### src/rtl/fetch_unit.sv
// rtl/fetch_unit.sv - instruction fetch unit with PC, two-entry {inst, pc} buffer and redirect flush
// Optional feature macro: FETCH_PERF_CNT_EN adds the fetch_count push counter output.
module fetch_unit #(
    parameter logic [31:0] RESET_PC = 32'h0000_0000
) (
    input  logic        clk,
    input  logic        rst,
    output logic [31:0] fetch_addr,
    output logic        fetch_req,
    input  logic [31:0] request_data,
    input  logic        fetch_data_valid,
    input  logic        redirect_valid,
    input  logic [31:0] redirect_pc,
    output logic [31:0] inst_out,
    output logic [31:0] inst_pc,
    output logic        inst_valid,
    input  logic        inst_ready,
    output logic        misalign_err
`ifdef FETCH_PERF_CNT_EN
    ,
    output logic [31:0] fetch_count
`endif
);

    typedef enum logic [1:0] {
        FETCH = 2'd0,
        FULL  = 2'd1,
        FLUSH = 2'd2
    } state_t;

    state_t      state, state_d;
    logic [31:0] pc;
    logic [1:0]  count, count_d;
    logic        rd_ptr, wr_ptr;
    logic [31:0] buf_data [2];
    logic [31:0] buf_pc   [2];
    logic        push, pop;

    assign fetch_addr = {2'b00, pc[31:2]};
    assign inst_valid = (count != 2'd0);
    assign inst_out   = inst_valid ? buf_data[rd_ptr] : 32'h0;
    assign inst_pc    = inst_valid ? buf_pc[rd_ptr]   : 32'h0;

    // fetch_req already excludes redirect cycles, so a redirect discards the push
    always_comb begin
        push    = fetch_req & fetch_data_valid;
        pop     = inst_valid & inst_ready;
        count_d = count;
        if (redirect_valid) begin
            count_d = 2'd0;
        end else begin
            case ({push, pop})
                2'b10:   count_d = count + 2'd1;
                2'b01:   count_d = count - 2'd1;
                default: count_d = count;
            endcase
        end
    end

    always_comb begin
        state_d   = state;
        fetch_req = 1'b0;
        case (state)
            FETCH: begin
                fetch_req = rst && (count < 2'd2) && !redirect_valid;
                if (count_d == 2'd2) begin
                    state_d = FULL;
                end
            end
            FULL: begin
                if (pop) begin
                    state_d = FETCH;
                end
            end
            FLUSH:   state_d = FETCH;
            default: state_d = FETCH;
        endcase
        if (redirect_valid) begin
            state_d = FLUSH;
        end
    end

    always_ff @(posedge clk or negedge rst) begin
        if (!rst) begin
            state <= FETCH;
        end else begin
            state <= state_d;
        end
    end

    always_ff @(posedge clk or negedge rst) begin
        if (!rst) begin
            pc           <= RESET_PC;
            count        <= 2'd0;
            rd_ptr       <= 1'b0;
            wr_ptr       <= 1'b0;
            misalign_err <= 1'b0;
            for (int i = 0; i < 2; i++) begin
                buf_data[i] <= 32'h0;
                buf_pc[i]   <= 32'h0;
            end
        end else begin
            count <= count_d;
            if (redirect_valid) begin
                pc     <= {redirect_pc[31:2], 2'b00};
                rd_ptr <= 1'b0;
                wr_ptr <= 1'b0;
                if (redirect_pc[1:0] != 2'b00) begin
                    misalign_err <= 1'b1;
                end
            end else begin
                if (push) begin
                    buf_data[wr_ptr] <= request_data;
                    buf_pc[wr_ptr]   <= pc;
                    wr_ptr           <= ~wr_ptr;
                    pc               <= pc + 32'd4;
                end
                if (pop) begin
                    rd_ptr <= ~rd_ptr;
                end
            end
        end
    end

`ifdef FETCH_PERF_CNT_EN
    always_ff @(posedge clk or negedge rst) begin
        if (!rst) begin
            fetch_count <= 32'h0;
        end else if (push) begin
            fetch_count <= fetch_count + 32'd1;
        end
    end
`endif

endmodule

### config.mk
export PLATFORM = sky130hd
export DESIGN_NAME = fetch_unit
export DESIGN_NICKNAME = d
export VERILOG_FILES = /design/src/rtl/fetch_unit.sv
export SDC_FILE = /design/constraint.sdc
export NUM_CORES = 1
export LEC_CHECK = 0
export CAP_MARGIN = 25
export CORE_ASPECT_RATIO = 1.25
export CORE_UTILIZATION = 40
export CTS_CLUSTER_SIZE = 40
export DETAILED_ROUTE_END_ITERATION = 6
export GPL_TIMING_DRIVEN = 0
export PLACE_DENSITY = 0.68
export SLEW_MARGIN = 20
export SYNTH_ARGS = -nofsm -noshare
export SYNTH_HDL_FRONTEND = slang
export SYNTH_SLANG_ARGS = --single-unit
### constraint.sdc
create_clock -name clk -period 2.55 [get_ports clk]
set_input_delay 0.255 -clock clk [delete_from_list [all_inputs] [get_ports clk]]
set_output_delay 0.255 -clock clk [all_outputs]
set_load 0.05 [all_outputs]
==> summary.md <==
| Metric | Value |
|---|---|
| Seq/Total Area, Yosys | 51.71% |
| Util after Layout | 55.52% |
| Synth area leaders | dfrtp_1 (52%), mux2_2 (12%), mux2i_1 (8.1%) |
| Fin cells | 1085 |
| Setup_tns | 0 ns |
| Number of distinct library cells after synthesis | 46 |
| Post-route clock skew | 0.01328 ns |
| Cells after Synth | 645 |
| Worst setup SP type | register |
| CP Capture Point | state[0] |
| Stages on the worst setup path | 9 |
| Die H | 158.0 microns |
| Worst setup startpoint | count[1] |
| Number of flops mapped to enable cells by yosys | 0 |
| Pwr dens | 719.7 nW/um^2 |
| Yosys top cell area share | 51.71% |
| Vias in the first global route | 5757 |
| Die W | 126.8 microns |
| Core box area | 18920 sq um |
| Largest net degree at the start of global routing | 93 |
| Worst path cell trace | nor2_1, and4_1, buf_4, inv_2, buf_4, ha_1, or3_1, a21oi_2, o2bb2ai_1 |
| Overall power | 7.559 mW |
| Peak Freq | 421.8 MHz |
| Nets | 911 |
| Hold crit path type | input port to register |
| DRT antenna net count | 0 |
| Avg Cell Area, Syn | 12.08 sq um |
| Drt total wl | 20110 microns |
| Post-CTS setup buffers | 0 |
| Most frequent cells in the layout | dfrtp_1 (160), clkdlybuf4s50_1 (101), mux2_2 (85) |
| GR Overflow Total | 0 |
| Worst EP arrival | 2.72 ns |
| Die area | 20040 sq um |
| Endpoints failing setup | 0 |
| Fin area | 10500 sq um |
| Final Hold Fails | 0 |
| Initial DRC Count | 333 |
| Reg2Reg Depth | 9 |
| Min Tclk post-route | 2.371 ns |
| FF+latch count, synth | 161 |
| Drt via density | 5.342 |
| # DRC | 0 |
| Warnings from Yosys | 0 |
| WHS | 0.2043 ns |
| DP Wirelength | 13360 microns |
| Root Driver | clkbuf_16 |
| Worst skew pair latency | 0.43 ns |
| Starting Density | 41.18% |
| Row Count | 56 |
| Peak supply drop | 441.7 uV |
| Synthesis-to-finish area growth | 34.80% |
| Outcome | finished, final reports clean |
| Pre-Repair DR Iteration Count | 5 |
| CP peak stage delay | 0.42 ns |
| I/O pins | 168 |
| Htree depth | 4 |
| First-pass GRT wire length | 31910 microns |
| GRT Util Overall | 20.73% |
| CP max FO | 10 |
| Max Cap Viol | 0 |
| Reg-to-Reg End | state[0] |
| Dpl cells | 1044 |
| Max-slew violations | 0 |
| Setup WS post-layout | 0.1791 ns |
| WHS Path Cells | 2 |
| Initial antenna violation count | 0 |
| Placed Area | 9757 sq um |
| Worst path bufs/invs | 3 |
| Vias | 5796 |
| Commonest non-fill, non-tap cell in the layout | dfrtp_1 |
| Worst path slowest cell | dfrtp_1 |
| Least-Margin Pin Slew | 0.6835 ns |
| Routed wire length per instance | 18.54 microns |
| WS Path Type | register to register |
| Leak | 4.835 nW |
| Dominant cell type by area after synthesis | dfrtp_1 |
| Clk slew on worst S/H paths | 0.06 ns |
| Layout cells sized above 1 | 24.03% |
| Port buffer count | 163 |
| Slew headroom | 54.43% |
| TritonCTS clock tree | yes |
| Reg-to-reg slack, setup | 0.18 ns |
| Gpl congestion | 0.8489 |
| Clock sink total | 161 |
| Post-synth ARST share | 100.0% |
| Ys flop type | dfrtp_1 |
| Endpoint class of the critical path | register |
| Clock tree buffer depth | 2 |
| Pre-CTS WS | -0.6723 ns |
| ANT cells | 0 |
| Critical R2R Launch | count[1] |
| CTS Buf Count | 17 |
| Most used cell, CP | buf_4 |
| Final worst-path cycle share | 92.98% |
| Post-Syn Area | 7791 sq um |
| Critical Path RT | 2.90 ns |
| Crit path max-delay family | simple AND/OR/NAND/NOR gates |
| RSZ-0062 raised after global routing | false |
registers in the layout, summed over array words and instances (netlist names):
signal,flops
buf_pc,60
misalign_err,1
rd_ptr,1
state,2
pc,30
wr_ptr,1
count,2
buf_data,64
worst min-delay path by stage:
stage,startpoint,endpoint,slack [ns]
final,redirect_valid,state[1],0.20
after global routing,redirect_valid,state[1],0.21
after CTS,rst,buf_pc[58],-0.24
after floorplan,rst,buf_data[0],-0.04
after detailed placement,rst,buf_pc[58],0.33
after global placement,misalign_err,misalign_err,0.45
where the power goes:
part           switching (mW)  internal, mW  leakage [nW]
Combinational            1.03         0.792          2.50
Clock                    1.15          1.38         0.274
Sequential              0.270          2.94          2.06
Total                    2.45          5.11          4.83
repair_timing:
item | 4_1_cts | 5_1_grt
gates cloned | 1 | 1
pin swaps | 0 | 0
endpoints found under the setup margin | 66 | 49
resized for setup | 73 | 12
hold endpoints to repair | 90 | 90
layer usage:
layer | part of all wire, % | vias up | routed length, microns | GRT usage, %
li1 | - | 2704 | - | -
met1 | 45 | 2871 | 8967 | 27.30
met2 | 49 | 199 | 9791 | 34.46
met3 | 5.3 | 22 | 1075 | 4.022
met4 | 1.4 | 0 | 280 | 6.519
met5 | 0 | - | 0 | 0
cell usage after synthesis, types with 4 or more instances:
library cell	number
o211ai_1	11
mux2i_1	63
nor3_1	4
mux2_1	5
o21ai_0	22
buf_2	13
and3_1	8
buf_4	13
mux2_4	30
clkbuf_1	13
inv_1	6
nand4_1	12
nor2_1	80
o311ai_0	7
nand3_1	17
a21oi_1	6
buf_6	6
dfrtp_1	161
nand2_1	38
mux2_2	85
cell families (layout without fill, tap and decap cells):
| logic type | count (synthesis) | in the layout | synth area share [%] |
|---|---|---|---|
| compound gates | 67 | 67 | 5.974 |
| xor+xnor | 5 | 5 | 0.5622 |
| fa+ha+maj | 2 | 2 | 0.3211 |
| buf+inv | 52 | 257 | 3.918 |
| flops | 161 | 161 | 51.71 |
| mux | 183 | 183 | 26.88 |
| other cells | 1 | 4 | 0.04813 |
| simple gates | 174 | 174 | 10.58 |
cell type report:
class | instances | area (sq um)
fill | 1699 | 8416
buffer | 44 | 290.3
inverter | 7 | 26.28
sequential | 161 | 4030
tap | 232 | 290.3
multi-input combinational | 435 | 3482
clock buffer | 18 | 429.2
clock inverter | 14 | 143.9
timing repair buffer | 174 | 1810
Note: power is estimated with default switching activity, not from simulation.
